==> src/rtl/spill_sequencer_pkg.sv <==
// Shared types and widths for the spill sequencer and its error collector.
package spill_sequencer_pkg;

   localparam int SPILL_W           = 10;
   localparam int EVT_W             = 16;
   localparam int DRAIN_CYC_DEFAULT = 256;

   typedef enum logic [2:0] {
      IDLE,
      ARM,
      LIVE,
      DRAIN,
      REPORT
   } state_e;

endpackage

==> src/rtl/spill_err_collector.sv <==
// Per-link sticky error bits; checker flags are sampled one cycle after the package strobe.
module spill_err_collector
   import spill_sequencer_pkg::*;
#(
   parameter int NLINK = 4
) (
   input  logic             clk,
   input  logic             rst_n,
   input  logic             clear_i,
   input  logic [NLINK-1:0] sample_en_i,
   input  logic [NLINK-1:0] evt_err_i,
   input  logic [NLINK-1:0] spill_err_i,
   output logic [NLINK-1:0] evt_sticky_o,
   output logic [NLINK-1:0] spill_sticky_o
);

   logic [NLINK-1:0] en_q;
   logic [NLINK-1:0] evt_q;
   logic [NLINK-1:0] spill_q;

   // The outputs fold in the sample landing this cycle, so a reader in the
   // first REPORT cycle already sees the error from the last DRAIN package.
   assign evt_sticky_o   = evt_q   | (en_q & evt_err_i);
   assign spill_sticky_o = spill_q | (en_q & spill_err_i);

   always_ff @(posedge clk or negedge rst_n) begin
      if (!rst_n) begin
         en_q    <= '0;
         evt_q   <= '0;
         spill_q <= '0;
      end else begin
         en_q <= sample_en_i;
         if (clear_i) begin
            evt_q   <= '0;
            spill_q <= '0;
         end else begin
            evt_q   <= evt_q   | (en_q & evt_err_i);
            spill_q <= spill_q | (en_q & spill_err_i);
         end
      end
   end

endmodule

==> src/rtl/spill_sequencer.sv <==
// Spill control FSM: arms checkers on live, gates packages, drains, then reports each link.
module spill_sequencer
   import spill_sequencer_pkg::*;
#(
   parameter  int NLINK     = 4,
   parameter  int DRAIN_CYC = DRAIN_CYC_DEFAULT,
   localparam int LINK_W    = (NLINK > 1) ? $clog2(NLINK) : 1
) (
   input  logic                   clk,
   input  logic                   rst_n,
   input  logic                   live,
   input  logic                   spill_set,
   input  logic [SPILL_W-1:0]     spill_set_val,
   input  logic [NLINK-1:0]       pkg_valid,
   output logic                   live_rising,
   output logic [SPILL_W-1:0]     exp_spillno,
   output logic [NLINK-1:0]       get_package,
   input  logic [NLINK-1:0]       evtno_err,
   input  logic [NLINK-1:0]       spillno_err,
   input  logic [NLINK*EVT_W-1:0] in_counter,
   output logic                   rpt_valid,
   input  logic                   rpt_ready,
   output logic [LINK_W-1:0]      rpt_link,
   output logic                   rpt_evterr,
   output logic                   rpt_spillerr,
   output logic [EVT_W-1:0]       rpt_count,
   output logic                   spill_done,
   output logic                   overrun,
   output logic [7:0]             drop_cnt
);

   state_e             state_q;
   logic               live_q;
   logic [SPILL_W-1:0] next_q;
   logic [SPILL_W-1:0] exp_q;
   logic [15:0]        drain_q;
   logic [LINK_W-1:0]  idx_q;
   logic               pending_q;
   logic               overrun_q;
   logic [7:0]         drop_q;
   logic [7:0]         drop_d;
   logic [15:0]        drop_sum;
   logic               live_rising_q;
   logic               rpt_valid_q;
   logic               spill_done_q;
   logic               live_edge;
   logic               in_window;
   logic [NLINK-1:0]   evt_sticky;
   logic [NLINK-1:0]   spill_sticky;

   assign live_edge   = live & ~live_q;
   assign in_window   = (state_q == LIVE) || (state_q == DRAIN);
   assign get_package = in_window ? pkg_valid : '0;

   assign live_rising  = live_rising_q;
   assign exp_spillno  = exp_q;
   assign rpt_valid    = rpt_valid_q;
   assign rpt_link     = idx_q;
   assign rpt_evterr   = rpt_valid_q & evt_sticky[idx_q];
   assign rpt_spillerr = rpt_valid_q & spill_sticky[idx_q];
   assign rpt_count    = rpt_valid_q ? in_counter[idx_q*EVT_W +: EVT_W] : '0;
   assign spill_done   = spill_done_q;
   assign overrun      = overrun_q;
   assign drop_cnt     = drop_q;

   spill_err_collector #(
      .NLINK(NLINK)
   ) u_collector (
      .clk           (clk),
      .rst_n         (rst_n),
      .clear_i       (state_q == ARM),
      .sample_en_i   (get_package),
      .evt_err_i     (evtno_err),
      .spill_err_i   (spillno_err),
      .evt_sticky_o  (evt_sticky),
      .spill_sticky_o(spill_sticky)
   );

   // Every asserted strobe outside the acceptance window counts once, saturating at 255.
   always_comb begin
      drop_sum = {8'd0, drop_q};
      if (!in_window) begin
         for (int i = 0; i < NLINK; i++) begin
            drop_sum = drop_sum + {15'd0, pkg_valid[i]};
         end
      end
      drop_d = (drop_sum > 16'd255) ? 8'hFF : drop_sum[7:0];
   end

   always_ff @(posedge clk or negedge rst_n) begin
      if (!rst_n) begin
         state_q       <= IDLE;
         live_q        <= 1'b0;
         next_q        <= '0;
         exp_q         <= '0;
         drain_q       <= '0;
         idx_q         <= '0;
         pending_q     <= 1'b0;
         overrun_q     <= 1'b0;
         drop_q        <= '0;
         live_rising_q <= 1'b0;
         rpt_valid_q   <= 1'b0;
         spill_done_q  <= 1'b0;
      end else begin
         live_q        <= live;
         live_rising_q <= 1'b0;
         spill_done_q  <= 1'b0;
         drop_q        <= drop_d;
         case (state_q)
            IDLE: begin
               if (spill_set) begin
                  next_q <= spill_set_val;
               end
               if (live_edge) begin
                  state_q       <= ARM;
                  live_rising_q <= 1'b1;
               end
            end
            ARM: begin
               exp_q     <= next_q;
               next_q    <= next_q + 1'b1;
               pending_q <= 1'b0;
               state_q   <= LIVE;
            end
            LIVE: begin
               if (live_edge) begin
                  overrun_q <= 1'b1;
                  pending_q <= 1'b1;
               end
               if (!live) begin
                  state_q <= DRAIN;
                  drain_q <= 16'(DRAIN_CYC);
               end
            end
            DRAIN: begin
               // A new spill starting mid-drain cuts the drain short.
               if (live_edge || drain_q == 16'd1) begin
                  if (live_edge) begin
                     overrun_q <= 1'b1;
                     pending_q <= 1'b1;
                  end
                  state_q     <= REPORT;
                  rpt_valid_q <= 1'b1;
                  idx_q       <= '0;
               end else begin
                  drain_q <= drain_q - 16'd1;
               end
            end
            REPORT: begin
               if (live_edge) begin
                  overrun_q <= 1'b1;
                  pending_q <= 1'b1;
               end
               if (rpt_ready) begin
                  if (idx_q == LINK_W'(NLINK - 1)) begin
                     rpt_valid_q  <= 1'b0;
                     idx_q        <= '0;
                     spill_done_q <= 1'b1;
                     if (pending_q || live_edge) begin
                        state_q       <= ARM;
                        live_rising_q <= 1'b1;
                     end else begin
                        state_q <= IDLE;
                     end
                  end else begin
                     idx_q <= idx_q + 1'b1;
                  end
               end
            end
            default: state_q <= IDLE;
         endcase
      end
   end

endmodule
==> config.mk <==
export PLATFORM = sky130hd
export DESIGN_NAME = spill_sequencer
export DESIGN_NICKNAME = d
export VERILOG_FILES = /design/src/rtl/spill_sequencer_pkg.sv /design/src/rtl/spill_err_collector.sv /design/src/rtl/spill_sequencer.sv
export SDC_FILE = /design/constraint.sdc
export NUM_CORES = 1
export LEC_CHECK = 0
export CAP_MARGIN = 20
export CORE_AREA = 2 2 92 94
export CTS_CLUSTER_DIAMETER = 80
export DETAILED_ROUTE_END_ITERATION = 6
export DIE_AREA = 0 0 94 96
export GPL_TIMING_DRIVEN = 0
export HOLD_SLACK_MARGIN = 0.06
export PLACE_DENSITY_LB_ADDON = 0.12
export RECOVER_POWER = 100
export SLEW_MARGIN = 20
export SYNTH_ARGS = -nofsm -noshare
export SYNTH_HDL_FRONTEND = slang
export SYNTH_SLANG_ARGS = --single-unit
==> constraint.sdc <==
create_clock -name clk -period 4.3 [get_ports clk]
set_clock_uncertainty 0.15 [all_clocks]
set_input_delay 0.645 -clock clk [delete_from_list [all_inputs] [get_ports clk]]
set_output_delay 0.645 -clock clk [all_outputs]
set_load 0.05 [all_outputs]
Word level (Yosys, flattened, before mapping)
Index checks and enable logic that the tools add are counted.
Word-level totals
  bits in registers: 67
  output and inout bits: 46
  word-level logic and storage cells: 107
  input bits: 91
Operators by class
  bitwise logic cells: 8
  shift operators: 1
  equal/unequal tests: 13
  muxes and demuxes: 44
  reductions and logical operators: 17
  order comparisons: 2
  $add $sub $neg: 7
Operators by type and width (count)
  indexed part select 64 x 7 -> 16 bit: 1
  2-to-1 mux 16 bit: 3
  one-hot mux 16 bit (2 select lines): 1
  one-hot mux 10 bit (2 select lines): 1
  2-to-1 mux 1 bit: 17
  equality test 16 x 1 -> 1 bit, second input constant: 1
  greater-than comparator 16 x 8 -> 1 bit, second input constant: 1
  subtractor 16 x 1 -> 16 bit, second input constant: 1
  2-to-1 mux 3 bit: 5
  one-hot mux 3 bit (5 select lines): 1
  adder 11 x 1 -> 12 bit: 1
  2-to-1 mux 12 bit: 1
  2-to-1 mux 4 bit: 3
  != test 2 bit, second input constant: 6
  adder 10 x 1 -> 11 bit: 1
  adder 10 x 1 -> 10 bit, second input constant: 1
  adder 9 x 1 -> 10 bit: 1
  2-to-1 mux 10 bit: 1
  adder 8 x 1 -> 9 bit: 1
  AND 4 bit: 2
  2-to-1 mux 8 bit: 1
  OR 4 bit: 2
  nonzero test 2 bit: 4
  equality test 3 x 2 -> 1 bit, second input constant: 2
  21 further kinds: 33

Depth between registers and ports, before layout
Gate-level depths: netlist (run 1).
  depth after elaboration: 7
  depth in mapped cells: 7
  mapped depth without buffers: 6

Hierarchy
From an unflattened synthesis (run 1), not the netlist that was laid out.
Unflattened totals
  cell total of the unflattened synthesis: 373
  area total of the unflattened synthesis: 3784.9 um^2
By module, submodules not included
  spill_sequencer: cells each 345, area each 3367.0 um^2, seq. area each 1376.3 um^2, times used 1
  spill_err_collector: cells each 28, area each 417.9 um^2, seq. area each 300.3 um^2, times used 1

Worst setup path after synthesis (run 1)
OpenSTA, ideal clock, no wires.
  kind: register to output
  from: reg idx_q[0], in the netlist rpt_link[0]
  to: out rpt_spillerr
  arrival: 2261 ps
  path slack: 1244 ps
  cell stages (with the launch flop): 4
  buffers on the path: 1
  data required time: 3505 ps
  cell sequence: dfrtp_1 > buf_2 > mux4_2 > nor2b_1
On the way
  word-level cells in the longest chain between the ends: 3
Ends and longest elaborated chain
  start: declaration: line spill_sequencer.sv:37  | logic [LINK_W-1:0] idx_q;
  start signal: assignment: line spill_sequencer.sv:166  | idx_q <= idx_q + 1'b1;
  binary-select mux 1 bit (select 2 bit): line spill_sequencer.sv:60  | assign rpt_spillerr = rpt_valid_q & spill_sticky[idx_q];
  2-to-1 mux 1 bit (implied by the code): line spill_sequencer.sv:60
  AND 1 bit: line spill_sequencer.sv:60
  end: declaration: line spill_sequencer.sv:25  | output logic rpt_spillerr,
Every way passes these cells. The select of a mux whose other input is x is not followed.

Final worst setup path (run 1)
Ends and elaborated chain as after synthesis.

==> results by stage, run 1 <==
Timing:
- Setup repair after global routing left no endpoint under its margin.
- The final period demand of the worst path is around 3.7 ns.
- The number of setup violations in the final report is 0.
- The number of slew-limit violations in the final report is 31.
- The headroom to the max-slew limit is -18.2%.
- The accumulated negative setup slack is 0 ns.
- The slew at the pin closest to its max-slew limit is around 1.8 ns.
- The tightest hold margin is about 0.32 ns.
- The final number of hold-violating endpoints is 0.
- In the finished design, the share of the clock period the worst path needs comes to around 87%.
- Timing would allow up to between 200 and 300 MHz.

Setup path:
- Among cell families on the critical path, the largest total delay comes from buffers and inverters.
- The highest-delay cell along the critical path is dlygate4sd3_1.
- The critical path endpoint category is an output pin.
- The worst setup path is launched from a register.
- The number of stages on the worst setup path is 4.
- The path depth of the worst reg2reg path is 5.
- The data required time at the worst endpoint is between 3 and 4 ns.
- The number of buffers and inverters on the critical path is 2.
- The critical path in this run is classified as reg -> out.
- The largest fanout on the critical path is 10.
- The critical path data arrival time is 2.94 ns.
- Across all register-to-register paths, the minimum setup slack is 1.88 ns.
- Traced cell by cell, the critical path runs through clkbuf_1 -> mux4_2 -> nor2b_1 -> dlygate4sd3_1.
- The largest single stage delay on the critical path is roughly 0.88 ns.

Clock network:
- The CTS H-tree depth is 3.
- CTS placed an instance of clkbuf_8 at the clock tree root.
- The count of buffers added by post-CTS timing repair for setup is 0.
- The quantity of hold-fixing buffers added after cts is 0.
- The tree built by TritonCTS fans out to 67 sinks.
- The CTS clock-pin slew for the worst setup and hold paths is about 0.080 ns.
- The post-cts resize count is 0.
- Clock latency on the worst-skew pair, taken at its later pin, is ~0.34 ns.
- The total clock buffers created by CTS is 9.
- TritonCTS built the clock tree.
- Counting along the longest clock path gives a buffer depth of 2.

Run:
- The max capacitance violation total is 1.

Power:
- In this run the power spent charging and discharging nets is 1980 uW.
- Power spread over the standard cell area amounts to about 740 mW/mm2.
- IR analysis of the VDD net gives a maximum drop of 0.432 mV.
- Combinational logic burns around three fifths of the power.
- The reported leakage power is around 0.0023 uW.
- In this run, the clock network consumes between 10 and 15% of the power.
- The sequential share of power is between 20% and 30%.
- Internal power comes to 2090 uW.
- Of the total power, the share spent switching nets is 48.6%.

Final layout:
- The ratio of cells with drive above 1 in the final layout is about 8.6%.
- 0 antenna diodes ended up in the layout.
- Relative to the synthesized area, the layout overhead comes to 44.0%.
- The net count reported at finish is between 600 and 700.

Floorplanning:
- The die area is between 0.009 and 0.01 mm2.
- The floorplan die height is 96 um.
- The floorplan has 33 rows.
- The die outline width is between 90 and 100 um.
- The effective utilization at floorplan is a little under half.
- The area of the placeable core is roughly 0.008 mm2.
- During I/O placement, the number of pins put on the boundary was approximately 140.

Global routing:
- The number of global-route vias before repair is roughly 3400.
- The total overflow left after global routing is 0.
- The first global-routing pass estimated between 15 and 20 mm of wire.
- The initial antenna violation count is 0.
- Across every metal layer, demand over resource in global routing totals 23.2%.
- The pin count of the biggest net entering global routing is 38.

Route:
- For this block, the initial DRC count from the detailed router was approximately 180.
- Dividing the detail-routed via count by the number of cells gives approximately 5.5.
- In the routed design, unresolved DRC markers number 0.
- The count of vias placed by the detailed router is roughly 3500.
- Before antenna repair, the detailed router went through 4 iterations.
- The final routed wire length divided by cell count is ~17 um.
- The total length of routed wires is approximately 11 mm.
- The number of routed nets with antenna violations is 0.

Placed design:
- During placement, the flow inserted port buffers numbering between 100 and 150.
- The HPWL after detailed placement is between 8 and 9 mm.
- The final weighted congestion in routability-driven placement is roughly 0.84.

Logic synthesis:
- Sorting the synthesized cells by area gives the leading types as dfrtp_1 44%, mux4_2 11%, nand2_1 5.3%.
- After synthesis the cells add up to between 0.003 and 0.004 mm2.
- Yosys mapped a number of flops with a built-in enable equal to 0.
- The gate count of the mapped netlist is between 300 and 400.
- Among all flip-flop cells after synthesis, the most frequent one is dfrtp_1.
- For this run, asynchronously set or reset flops after synthesis account for 100%.
- The number of unique standard cell types used by synthesis is 60.
- After synthesis, the largest area contributor takes up a little over two fifths of total cell area.
- For this run, the number of Yosys warnings is 0.
- After synthesis the netlist holds a flip-flop and latch count of 67.
- The number of nets handed over by synthesis was about 470.
- The register area share after synthesis is between 40% and 50%.
- The mean cell area of the mapped netlist is just over 10 um2.
- Summed over all instances, the cell type with the most area after synthesis is dfrtp_1.

Hold path:
- The depth of the worst hold-timing path is 2.
- The kind of path behind the tightest hold check is reg -> reg.

Run status:
- The final reports fail on capacitance limit, slew limit.
- The run finished, with violations left.
-- cells by family (layout without fill, tap and decap cells) --
group           Yosys count  count (layout)  synth area share [%]
mux                      27              27                  13.0
fa+ha+maj                 8               8                  3.21
flops                    67              67                  43.9
buf+inv                  28             180                  3.27
xor+xnor                  3               3                 0.688
compound gates           70              70                  12.0
simple gates            170             170                  24.0
-- power by group through the flow --
| stage | clock network, uW | registers [uW] | logic [uW] |
|---|---|---|---|
| finish | 564 | 1090 | 2410 |
| global route | 604 | 1130 | 2600 |
| CTS | 578 | 1100 | 2530 |
| detailed placement | 0 | 1100 | 2520 |
| global placement | 0 | 1090 | 2460 |
| floorplan | 0 | 1370 | 1460 |
-- through the flow --
stage | cells | total power, uW | instance area (um2) | worst slack, ns | utilization, %
4_1_cts | 630 | 4200 | 5550 | 0.663 | 68.9
2_1_floorplan | 373 | 2830 | 3820 | 1.24 | -
3_5_place_dp | 615 | 3620 | 5330 | 0.838 | 66.2
5_1_grt | 630 | 4340 | 5510 | 0.338 | 68.4
3_3_place_gp | 614 | 3560 | 5320 | 0.210 | 66.0
6_report | 630 | 4070 | 5510 | 0.568 | 68.4
-- cells in the final DEF, fill, tap and decap left out, types with 3 or more instances in the layout --
cell	instances
a21oi_1	24
or3_1	5
and4_1	3
dfrtp_1	67
nor2b_1	5
xor2_1	3
and2_0	4
dlygate4sd3_1	48
nand4_1	8
nor4_1	5
clkdlybuf4s50_1	87
mux4_2	18
o31ai_1	6
nand2b_1	3
o21ai_0	13
a311oi_1	3
nand2_1	55
buf_2	3
mux2i_1	9
clkinvlp_4	3
o32ai_1	3
clkbuf_1	14
ha_1	5
clkbuf_8	9
nor2_1	29
inv_1	10
a211oi_1	3
nor3_1	7
nand3_1	10
fa_1	3
a21o_1	4
and2_1	16
-- worst reg2reg max path: stages, from the launching register on --
cell,delay (ns)
dfrtp_1,0.41
clkbuf_1,0.23
nor3b_1,0.58
clkbuf_1,0.43
clkbuf_1,0.40
nor2_1,0.11
-- worst paths after layout --
check	startpoint	endpoint
min	exp_spillno[2]	exp_spillno[2]
max in group asynchronous	rst_n	drain_q[15]
max	rpt_link[0]	rpt_spillerr
max reg2reg	state_q[1]	u_collector.evt_q[0]
min in group asynchronous	rst_n	next_q[2]
min reg2reg	exp_spillno[2]	exp_spillno[2]
-- cell type report --
class,instances,area [um2]
inverter,10,37.5
timing repair buffer,137,1380
sequential,67,1680
clock buffer,9,124
buffer,18,78.8
tap,105,131
multi-input combinational,278,1990
clock inverter,6,91.3
fill,644,2550
-- cells in the mapped netlist, types with 2 or more instances --
| cell | instances |
|---|---|
| mux2i_1 | 9 |
| and4_1 | 3 |
| nand2_1 | 54 |
| o31ai_1 | 6 |
| nor4b_1 | 2 |
| nor2b_1 | 5 |
| a211oi_1 | 3 |
| and2_1 | 20 |
| clkbuf_1 | 6 |
| fa_1 | 3 |
| a21o_1 | 4 |
| inv_1 | 10 |
| or3b_1 | 2 |
| nor3b_1 | 2 |
| nand2b_1 | 3 |
| a311oi_1 | 3 |
| nor2_1 | 29 |
| o32ai_1 | 3 |
| nand4b_1 | 2 |
| mux4_2 | 18 |
| a21oi_1 | 24 |
| or3_1 | 4 |
| ha_1 | 5 |
| nand3_1 | 10 |
| nor4_1 | 5 |
| nand4_1 | 7 |
| xor2_1 | 3 |
| dfrtp_1 | 67 |
| nor3_1 | 7 |
| buf_2 | 10 |
| o21ai_0 | 13 |
| a31oi_1 | 2 |
| or4_1 | 2 |
-- state kept, by name (all words and copies together), names as in the netlist --
| name | count |
|---|---|
| next_q | 10 |
| u_collector.en_q | 4 |
| spill_done | 1 |
| pending_q | 1 |
| u_collector.spill_q | 4 |
| u_collector.evt_q | 4 |
| live_rising | 1 |
| exp_spillno | 10 |
| drop_cnt | 8 |
| drain_q | 16 |
| live_q | 1 |
| rpt_valid | 1 |
| overrun | 1 |
| rpt_link | 2 |
| state_q | 3 |
-- routing by layer --
metal | vias to the layer above | wire (um) | track usage (%)
met5 | - | 0 | 0
met4 | 0 | 147 | 7.00
met3 | 10 | 481 | 6.03
met2 | 92 | 5480 | 38.2
met1 | 1687 | 4440 | 30.4
li1 | 1661 | - | -
Power figures use the tool's default switching activity.
==> run 2, diff against run 1 <==
SKIP_CTS_REPAIR_TIMING = 1   (was default)
==> results of run 2 <==
Final layout, timing and power as in run 1 (identical DEF).
==> edit, RTL diff (config.mk and constraints of run 1) <==
Put a register stage on the outputs `rpt_evterr`, `rpt_spillerr` and `rpt_count`. The values now appear one clock later. The other outputs are not delayed to match.
--- a/src/rtl/spill_sequencer.sv
+++ b/src/rtl/spill_sequencer.sv
@@ -58,5 +58,7 @@
    assign rpt_link     = idx_q;
-   assign rpt_evterr   = rpt_valid_q & evt_sticky[idx_q];
-   assign rpt_spillerr = rpt_valid_q & spill_sticky[idx_q];
-   assign rpt_count    = rpt_valid_q ? in_counter[idx_q*EVT_W +: EVT_W] : '0;
+   always_ff @(posedge clk) begin
+      rpt_evterr   <= rpt_valid_q & evt_sticky[idx_q];
+      rpt_spillerr <= rpt_valid_q & spill_sticky[idx_q];
+      rpt_count    <= rpt_valid_q ? in_counter[idx_q*EVT_W +: EVT_W] : '0;
+   end
    assign spill_done   = spill_done_q;
Check against the original RTL: not equivalent (a bounded check fails within 10 cycles, from zero or initial values and one cycle with rst_n low).
==> edit against run 1 <==
Synthesized area up 9.7%. Sequential cell count up 18. Final area up 6.6%. Via count up 5.1%. Die area unchanged. Power up 1.7%. Sequential power up 23%. Count of clock-buffer cells in the layout up 3. Critical path type is now primary input to flip-flop. Worst setup slack better by 0.58 ns. Largest cell class is now registers. Routed wire length up 3.3%. Hold slack worse by 0.0054 ns.
==> edit: results <==
{
  "num-nonclk-inverters": 8,
  "postSynth.asyncResetShare": 0.7882,
  "placedCellCount": 626,
  "slowest_stage": "dlygate4sd3_1",
  "seq_area_frac_synth": 0.4858,
  "routed_wl_um": 10900,
  "post_dp_cell_area_um2": 5710,
  "grt_usage": 0.2478,
  "drtIter0Drc": 171,
  "reg2reg_slack_ns": 1.86,
  "pre_cts_ws_ns": 0.8934,
  "clockPowerShare": 0.143,
  "max_stage_delay_ns": 0.58,
  "hpwl_um": 8345,
  "ctsRootBufferMaster": "clkbuf_8",
  "critPathTopFamily": "adder cells",
  "power_switching_mw": 1.889,
  "grtUsageMet3": 0.05012,
  "path_max_fanout": 6,
  "met1Wirelength_um": 4376,
  "clock_latency_ns": 0.36,
  "r2r-end": "next_q[8]",
  "layout.nonclk_buf_frac": 0.2455,
  "num-clock-buffers": 12,
  "dr_wl_met2_um": 5494,
  "grt_max_degree": 52,
  "routabilityCongestion": 0.8299,
  "synth_nets": 483,
  "synthTopCellsByArea": "dfrtp_1, mux4_2, dfxtp_1",
  "grt_pass1_vias": 3536,
  "multi_input_cells": 274,
  "layout-drive-gt1-share": 0.09480,
  "reg2reg_from": "state_q[2]",
  "use_met1": 0.2969,
  "netlist_instances": 384,
  "dr_total_vias": 3626,
  "synthToLayoutAreaGrowth_pct": 39.93,
  "irDropWorstVdd_mv": 0.4019,
  "outcome": "completed",
  "yosysUniqueCellTypes": 65,
  "n_fill_cell": 601,
  "firstDrtPassIters": 6,
  "rr_worst_depth": 6,
  "synth_compound_area_frac": 0.1077,
  "ys_top_cells_by_count": "dfrtp_1, nand2_1, nor2_1, a21oi_1",
  "wl_per_cell_um": 16.95,
  "grtUsageMet2": 0.4375,
  "pwr-share-seq": 0.325,
  "dr_wl_met3_um": 814
}
==> edit: changes by cell type after synthesis, sizes merged, moves of 3 or more <==
cell | before | now
buf | 12 | 9
and4 | 3 | 0
and3 | 1 | 7
o211ai | 0 | 4
o21ai | 14 | 9
and2 | 20 | 17
dfxtp | 0 | 18
a21oi | 24 | 19
==> edit: kinds of logic (layout without fill, tap and decap cells) <==
| logic type | Yosys count | in the layout |
|---|---|---|
| adder cells (fa/ha/maj) | 8 | 8 |
| flip-flops | 85 | 85 |
| buffers and inverters | 25 | 179 |
| XOR/XNOR | 3 | 3 |
| AND/OR/NAND/NOR | 169 | 169 |
| multiplexers | 29 | 29 |
| AO/OA/AOI/OAI | 65 | 65 |
==> edit: what timing repair did <==
item | 4_1_cts | 5_1_grt
hold buffers | 1 | 0
hold endpoints to repair | 16 | 0
gates resized for setup | 0 | 0
